File: src/rtl/fb_writer_if.sv
// Pixel request channel and framebuffer RAM write port for fb_writer.
// slave is the writer's view; master is the view of the pixel source and RAM.
interface fb_writer_if #(
    parameter int ADDRW = 20,
    parameter int DATAW = 12,
    parameter int CORDW = 10
) ();
    logic             pix_valid;
    logic             pix_ready;
    logic [CORDW-1:0] pix_x;
    logic [CORDW-1:0] pix_y;
    logic [DATAW-1:0] pix_color;
    logic [ADDRW-1:0] ram_address;
    logic             ram_write_enable;
    logic [DATAW-1:0] ram_data;

    modport slave (
        input  pix_valid, pix_x, pix_y, pix_color,
        output pix_ready, ram_address, ram_write_enable, ram_data
    );

    modport master (
        output pix_valid, pix_x, pix_y, pix_color,
        input  pix_ready, ram_address, ram_write_enable, ram_data
    );
endinterface

File: src/rtl/fb_writer.sv
// Framebuffer write engine: pixel writes, whole-buffer clear fills and
// double-buffer swaps that are deferred to frame boundaries.
//
// state | meaning
// IDLE  | accepting pixels, clear and swap requests
// CLEAR | filling the back buffer with the latched colour, one word per cycle
module fb_writer #(
    parameter int ADDRW      = 20,
    parameter int DATAW      = 12,
    parameter int CORDW      = 10,
    parameter int H_RES      = 640,
    parameter int V_RES      = 480,
    parameter int FRAME_SIZE = 307200
) (
    input  logic             clk,
    input  logic             rst,
    fb_writer_if.slave       bus,
    input  logic             clear_start_i,
    input  logic [DATAW-1:0] clear_color_i,
    input  logic             swap_req_i,
    input  logic             frame_start_i,
    output logic [ADDRW-1:0] front_offset_o,
    output logic             busy_o,
    output logic             swap_pending_o
);

    typedef enum logic [0:0] {
        IDLE  = 1'b0,
        CLEAR = 1'b1
    } state_t;

    localparam logic [ADDRW-1:0] FS_W  = ADDRW'(FRAME_SIZE);
    localparam logic [ADDRW-1:0] HRES_W = ADDRW'(H_RES);
    localparam logic [CORDW-1:0] X_LIM = CORDW'(H_RES);
    localparam logic [CORDW-1:0] Y_LIM = CORDW'(V_RES);

    state_t           state_q, state_d;
    logic             buf_sel_q, buf_sel_d;
    logic [ADDRW-1:0] front_offset_q, front_offset_d;
    logic             swap_pending_q, swap_pending_d;
    logic [ADDRW-1:0] clr_cnt_q, clr_cnt_d;
    logic [ADDRW-1:0] ram_addr_q, ram_addr_d;
    logic [DATAW-1:0] ram_data_q, ram_data_d;
    logic             ram_we_q, ram_we_d;

    logic [ADDRW-1:0] back_base;
    logic [ADDRW-1:0] pix_offset;
    logic             pix_in_range;
    logic             pix_ready;
    logic             pix_accept;
    logic             clear_go;
    logic             do_swap;

    assign back_base    = buf_sel_q ? '0 : FS_W;
    assign pix_offset   = ADDRW'(bus.pix_y) * HRES_W + ADDRW'(bus.pix_x);
    assign pix_in_range = (bus.pix_x < X_LIM) && (bus.pix_y < Y_LIM);

    // A same-cycle clear_start always wins over a pixel, even if the clear is ignored.
    assign pix_ready  = (state_q == IDLE) && !swap_pending_q && !clear_start_i;
    assign pix_accept = bus.pix_valid && pix_ready;
    assign clear_go   = clear_start_i && (state_q == IDLE) && !swap_pending_q;
    assign do_swap    = frame_start_i && swap_pending_q && (state_q == IDLE);

    always_comb begin
        state_d        = state_q;
        buf_sel_d      = buf_sel_q;
        swap_pending_d = swap_pending_q | swap_req_i;
        clr_cnt_d      = clr_cnt_q;
        ram_addr_d     = ram_addr_q;
        ram_data_d     = ram_data_q;
        ram_we_d       = 1'b0;

        case (state_q)
            IDLE: begin
                if (clear_go) begin
                    state_d    = CLEAR;
                    ram_we_d   = 1'b1;
                    ram_addr_d = back_base;
                    ram_data_d = clear_color_i;
                    clr_cnt_d  = ADDRW'(1);
                end else if (pix_accept && pix_in_range) begin
                    ram_we_d   = 1'b1;
                    ram_addr_d = back_base + pix_offset;
                    ram_data_d = bus.pix_color;
                end
                if (do_swap) begin
                    buf_sel_d      = ~buf_sel_q;
                    swap_pending_d = 1'b0;
                end
            end
            CLEAR: begin
                // ram_data_q still carries the clear colour from the first write.
                if (clr_cnt_q == FS_W) begin
                    state_d   = IDLE;
                    clr_cnt_d = '0;
                end else begin
                    ram_we_d   = 1'b1;
                    ram_addr_d = back_base + clr_cnt_q;
                    clr_cnt_d  = clr_cnt_q + ADDRW'(1);
                end
            end
            default: begin
                state_d   = IDLE;
                clr_cnt_d = '0;
            end
        endcase

        front_offset_d = buf_sel_d ? FS_W : '0;
    end

    always_ff @(posedge clk or posedge rst) begin
        if (rst) begin
            state_q        <= IDLE;
            buf_sel_q      <= 1'b0;
            front_offset_q <= '0;
            swap_pending_q <= 1'b0;
            clr_cnt_q      <= '0;
            ram_addr_q     <= '0;
            ram_data_q     <= '0;
            ram_we_q       <= 1'b0;
        end else begin
            state_q        <= state_d;
            buf_sel_q      <= buf_sel_d;
            front_offset_q <= front_offset_d;
            swap_pending_q <= swap_pending_d;
            clr_cnt_q      <= clr_cnt_d;
            ram_addr_q     <= ram_addr_d;
            ram_data_q     <= ram_data_d;
            ram_we_q       <= ram_we_d;
        end
    end

    assign bus.pix_ready        = pix_ready;
    assign bus.ram_address      = ram_addr_q;
    assign bus.ram_data         = ram_data_q;
    assign bus.ram_write_enable = ram_we_q;
    assign front_offset_o       = front_offset_q;
    assign busy_o               = (state_q == CLEAR);
    assign swap_pending_o       = swap_pending_q;

endmodule

File: src/flat_wrapper.sv
// flat-port wrapper written by rule: the top's interface ports become plain ports
module fb_writer_flat 
#(
    parameter int ADDRW      = 20,
    parameter int DATAW      = 12,
    parameter int CORDW      = 10,
    parameter int H_RES      = 640,
    parameter int V_RES      = 480,
    parameter int FRAME_SIZE = 307200
)
  (clk, rst, clear_start_i, clear_color_i, swap_req_i, frame_start_i, front_offset_o, busy_o, swap_pending_o, bus_pix_valid, bus_pix_x, bus_pix_y, bus_pix_color, bus_pix_ready, bus_ram_address, bus_ram_write_enable, bus_ram_data);
  fb_writer_if #(.ADDRW(ADDRW), .DATAW(DATAW), .CORDW(CORDW)) bus_i ();
  input  logic clk;
  input  logic rst;
  input  logic clear_start_i;
  input  logic [DATAW-1:0] clear_color_i;
  input  logic swap_req_i;
  input  logic frame_start_i;
  output logic [ADDRW-1:0] front_offset_o;
  output logic busy_o;
  output logic swap_pending_o;
  input wire logic [$bits(bus_i.pix_valid)-1:0] bus_pix_valid;
  input wire logic [$bits(bus_i.pix_x)-1:0] bus_pix_x;
  input wire logic [$bits(bus_i.pix_y)-1:0] bus_pix_y;
  input wire logic [$bits(bus_i.pix_color)-1:0] bus_pix_color;
  output wire logic [$bits(bus_i.pix_ready)-1:0] bus_pix_ready;
  output wire logic [$bits(bus_i.ram_address)-1:0] bus_ram_address;
  output wire logic [$bits(bus_i.ram_write_enable)-1:0] bus_ram_write_enable;
  output wire logic [$bits(bus_i.ram_data)-1:0] bus_ram_data;
  assign bus_i.pix_valid = bus_pix_valid;
  assign bus_i.pix_x = bus_pix_x;
  assign bus_i.pix_y = bus_pix_y;
  assign bus_i.pix_color = bus_pix_color;
  assign bus_pix_ready = bus_i.pix_ready;
  assign bus_ram_address = bus_i.ram_address;
  assign bus_ram_write_enable = bus_i.ram_write_enable;
  assign bus_ram_data = bus_i.ram_data;
  fb_writer #(.ADDRW(ADDRW), .DATAW(DATAW), .CORDW(CORDW), .H_RES(H_RES), .V_RES(V_RES), .FRAME_SIZE(FRAME_SIZE)) u_core (.clk(clk), .rst(rst), .bus(bus_i), .clear_start_i(clear_start_i), .clear_color_i(clear_color_i), .swap_req_i(swap_req_i), .frame_start_i(frame_start_i), .front_offset_o(front_offset_o), .busy_o(busy_o), .swap_pending_o(swap_pending_o));
endmodule
File: config.mk
export PLATFORM = sky130hd
export DESIGN_NAME = fb_writer_flat
export DESIGN_NICKNAME = d
export VERILOG_FILES = /design/src/rtl/fb_writer_if.sv /design/src/rtl/fb_writer.sv /design/src/flat_wrapper.sv
export SDC_FILE = /design/constraint.sdc
export NUM_CORES = 1
export LEC_CHECK = 0
export CAP_MARGIN = 10
export CELL_PAD_IN_SITES_DETAIL_PLACEMENT = 2
export CELL_PAD_IN_SITES_GLOBAL_PLACEMENT = 2
export CORE_MARGIN = 4
export CORE_UTILIZATION = 29
export CTS_BUF_LIST = sky130_fd_sc_hd__clkbuf_4 sky130_fd_sc_hd__clkbuf_8
export CTS_CLUSTER_SIZE = 10
export DETAILED_ROUTE_END_ITERATION = 12
export HOLD_SLACK_MARGIN = 0.15
export PLACE_DENSITY = 0.92
export SLEW_MARGIN = 20
export SYNTH_ARGS = -nofsm -noshare
export SYNTH_HDL_FRONTEND = slang
export SYNTH_SLANG_ARGS = --single-unit
File: constraint.sdc
create_clock -name clk -period 2.8 [get_ports clk]
set_input_delay 0.56 -clock clk [delete_from_list [all_inputs] [get_ports clk]]
set_output_delay 0.56 -clock clk [all_outputs]
set_load 0.05 [all_outputs]
==> run_results.csv <==
group,metric,value,unit
timing,timing.slew.headroom,0.5451,
route,wl_met1,8132,um
run_status,run_status,"finished with violations",
clock_tree,clk_pin_slew,0.13,ns
power_and_ir_drop,worst_ir_drop_vdd,196.7,uV
route,antenna_left,0,
clock_tree,holdBufCountCts,0,
worst_setup_path,crit_slowest_cell,"sky130_fd_sc_hd__ha_1",
timing,drv_slew,0,
power_and_ir_drop,power.share.combinational,0.420,
worst_setup_path,path_class,"in -> reg",
floorplanning,die-area,0.01549,sq mm
grt,grt.total_usage,0.2609,
timing,timing.final.crit_share,1.181,
clock_tree,clock_tree.htree_level_count,2,
power_and_ir_drop,cell_internal_pwr,1.451,mW
synthesis,seq_area_frac_synth,0.3563,
worst_setup_path,critPathRequiredTime,3.04,ns
synthesis,async_reset_ff_frac,1.000,
floorplanning,initial_core_util,0.2970,
layout,drive_gt1_frac,0.2348,
floorplanning,die_x,124.5,um
grt,grt_antenna_before_repair,0,
synthesis,synth_edf_count,0,
grt,pin_count_of_the_biggest_net_entering_global_routing,35,
min_path,min_delay_path_depth,2,
worst_setup_path,timing.critical_path.slowest_cell_delay,0.35,ns
route,firstDrtPassIters,6,
grt,grt_first_pass_wirelength,31540,um
clock_tree,cts.sinks,56,
timing,setup_viol,6,
grt,grt-ovfl-total,0,
placement,post_place_setup_slack,-1.133,ns
worst_setup_path,worstRegToRegCells,9,
synthesis,synth_top_cells_by_area,"sky130_fd_sc_hd__dfrtp_1 36%, sky130_fd_sc_hd__ha_1 9.2%, sky130_fd_sc_hd__o21ai_0 5.7%",
timing,worstMarginPinSlew,0.6774,ns
route,dr_vias_cell,5.745,
run_status,violations,"setup timing",
floorplanning,die_h,124.5,um
power_and_ir_drop,sequentialPowerShare,0.351,
synthesis,synth_largest_area_cell,"sky130_fd_sc_hd__dfrtp_1",
power_and_ir_drop,p_switching,0.8673,mW
floorplanning,floorplan.io_pins,106,
route,drt_iter0_drc,372,
synthesis,syn_area,0.003933,sq mm
worst_setup_path,timing.critical_path.max_delay_family,"compound AO/OA/AOI/OAI gates",
worst_setup_path,worstPathCellList,"buf_4 > ha_4 > ha_4 > a21oi_4 > o21ai_4 > xor2_2 > ha_1 > nand4_1 > buf_4 > o21ai_4 > a31oi_4 > o21ai_1 > a21oi_1 > o31ai_2",
route,dr_wl_met2,11610,um
flow_run,drv_cap,0,
timing,hold_violations,0,
timing,setup_slack,-0.5060,ns
route,route.met3.wl,1103,um
grt,grt_pass1_vias,5003,
worst_setup_path,cp.buffers_inverters,2,
power_and_ir_drop,power.clock.fraction,0.229,
timing,rsz0062_at_grt,"true",
synthesis,yosysUniqueCellTypes,50,
route,drt-wirelength-per-cell,29.16,um
synthesis,netlist_instances,462,
power_and_ir_drop,post-layout-total-power,2.318,mW
worst_setup_path,arrival,3.55,ns
clock_tree,clk_root_buffer_cell,"sky130_fd_sc_hd__clkbuf_8",
placement,hpwl_detailed,12760,um
clock_tree,tritoncts,"built",
timing,finClkSkew,0.01660,ns
clock_tree,worstSkewPairLatency,0.35,ns
synthesis,yosys_warnings,0,
min_path,hold_path.class,"reg -> reg",
floorplanning,core-area,0.01324,sq mm
synthesis,most_used_flip_flop_cell_after_synthesis,"sky130_fd_sc_hd__dfrtp_1",
route,number_of_remaining_drc_errors,0,
timing,max_freq,302.5,MHz
worst_setup_path,worstSetupEndpointType,"flop",
synthesis,yosysTopAreaCellShare,0.3563,
worst_setup_path,top_fanout_value_on_the_critical_path,3,
power_and_ir_drop,switching_share,0.3741,
power_and_ir_drop,leakagePower,2.508,nW
layout,antenna-diode-count,0,
layout,design.final.nets,673,
layout,syn_to_final_growth,48.90,%
synthesis,yosys_register_bits,56,
route,dr_total_vias,4412,
worst_setup_path,cp.depth,14,
worst_setup_path,setup.worst_path.start_class,"input port",
placement,finalWeightedCongestion,0.8692,
clock_tree,clock_path_buffers,2,
route,top_signal_layer_used,"met4",
clock_tree,tritoncts.num_buffers,5,
route,route.final.wire_length,22390,um
synthesis,synth_most_common_cell,"sky130_fd_sc_hd__dfrtp_1",
floorplanning,core.rowCount,42,
placement,io_buffer_count,89,
synthesis,synth_commonest_cells,"56 x sky130_fd_sc_hd__dfrtp_1, 49 x sky130_fd_sc_hd__nand2_1, 45 x sky130_fd_sc_hd__o21ai_0, 42 x sky130_fd_sc_hd__a21oi_1, 41 x sky130_fd_sc_hd__nor2_1",
power_and_ir_drop,power.density_cell_area,395.9,mW/mm^2
timing,timing.final.crit_period,3.306,ns
synthesis,avgSynthCellArea,8.512,sq um
repair_timing:
item / 4_1_cts / 5_1_grt
buffers inserted: 12 / 7
endpoints found under the setup margin: 8 / 36
pin swaps: 37 / 34
resized for setup: 69 / 27
registers in the layout, summed over array words and instances (netlist names):
| register | flops |
|---|---|
| u_core.busy_o | 1 |
| u_core.clr_cnt_q | 20 |
| u_core.bus.ram_data | 12 |
| u_core.bus.ram_write_enable | 1 |
| u_core.swap_pending_o | 1 |
| u_core.bus.ram_address | 20 |
| u_core.front_offset_o | 1 |
layout by cell type (no fill, tap or decap), types with 4 or more instances in the layout:
cell type	netlist	layout
sky130_fd_sc_hd__clkdlybuf4s50_1	0	79
sky130_fd_sc_hd__conb_1	1	16
sky130_fd_sc_hd__ha_1	29	15
sky130_fd_sc_hd__xnor2_1	13	9
sky130_fd_sc_hd__buf_4	20	59
sky130_fd_sc_hd__ha_4	0	14
sky130_fd_sc_hd__a21o_1	4	4
sky130_fd_sc_hd__nand2b_1	6	5
sky130_fd_sc_hd__a31oi_1	8	6
sky130_fd_sc_hd__clkbuf_8	0	5
sky130_fd_sc_hd__mux2i_1	12	12
sky130_fd_sc_hd__and3_1	6	6
sky130_fd_sc_hd__nand4_1	6	6
sky130_fd_sc_hd__xor2_1	8	6
sky130_fd_sc_hd__a21oi_2	0	8
sky130_fd_sc_hd__dfrtp_1	56	55
sky130_fd_sc_hd__o21ai_0	45	39
sky130_fd_sc_hd__nand3_1	11	9
sky130_fd_sc_hd__nand2_1	49	49
sky130_fd_sc_hd__buf_6	0	4
sky130_fd_sc_hd__inv_1	21	18
sky130_fd_sc_hd__o21ai_1	2	5
sky130_fd_sc_hd__o31ai_1	7	6
sky130_fd_sc_hd__a21oi_1	42	33
sky130_fd_sc_hd__nor2_1	41	39
cell families (layout without fill, tap and decap cells):
| group | after synthesis | in the layout | share of synthesized area |
|---|---|---|---|
| simple gates | 138 | 138 | 0.1610 |
| flops | 56 | 56 | 0.3563 |
| fa+ha+maj | 32 | 32 | 0.1075 |
| xor+xnor | 21 | 21 | 0.04677 |
| mux | 13 | 13 | 0.03341 |
| other cells | 1 | 16 | 0.0009536 |
| compound gates | 137 | 137 | 0.2129 |
| buf+inv | 64 | 179 | 0.08113 |
worst paths after layout:
check	from	to	slack [ns]
setup / recovery	bus_pix_y[4]	u_core.bus.ram_address[18]	-0.51
hold / removal	u_core.bus.ram_address[5]	u_core.bus.ram_address[5]	0.55
setup reg to reg	u_core.front_offset_o[15]	u_core.bus.ram_address[19]	-0.06
hold reg to reg	u_core.bus.ram_address[5]	u_core.bus.ram_address[5]	0.55
max in group asynchronous	rst	u_core.clr_cnt_q[6]	1.62
min in group asynchronous	rst	u_core.bus.ram_data[10]	0.57
cell type report:
cell class | instances | area (sq um)
flip-flops and latches | 56 | 1403
well taps | 176 | 220.2
clock inverters | 2 | 16.27
repair buffers | 150 | 1364
multi-input cells | 357 | 2695
clock buffers | 6 | 76.32
fillers | 1392 | 7387
inverters | 21 | 81.33
metrics by stage:
step	hold slack (ns)	cell area (sq um)	instances	setup TNS (ns)	util
floorplan	0.4761	4074	477	-0.2026	-
global placement	0.4821	5298	745	-5.338	0.4000
detailed placement	0.5323	5298	745	-7.786	0.4000
CTS	0.5591	5714	765	-0.5173	0.4315
global route	0.5823	5856	768	-2.249	0.4422
finish	0.5539	5856	768	-1.749	0.4422
per-layer routing:
layer,global-route usage,vias up
met5,0,-
met4,0.1476,0
met3,0.04631,97
met2,0.4838,228
met1,0.2756,2232
li1,-,1855
worst register-to-register path: cells and delay by family (launching register included):
| family | cells | cell delay [ns] |
|---|---|---|
| AOI/OAI and AO/OA | 3 | 0.76 |
| and+or+nand+nor | 3 | 0.73 |
| buffers and inverters | 2 | 0.55 |
| DFF | 1 | 0.42 |
| adders and majority gates | 1 | 0.26 |
power by group through the flow:
stage | sequential (mW) | clock (mW) | combinational, mW
after global placement | 0.829 | 0 | 0.591
after detailed placement | 0.830 | 0 | 0.650
after floorplan | 0.841 | 0 | 0.355
after global routing | 0.815 | 0.566 | 1.01
after CTS | 0.814 | 0.512 | 0.811
final | 0.814 | 0.531 | 0.973
(Power assumes the default switching activity.)
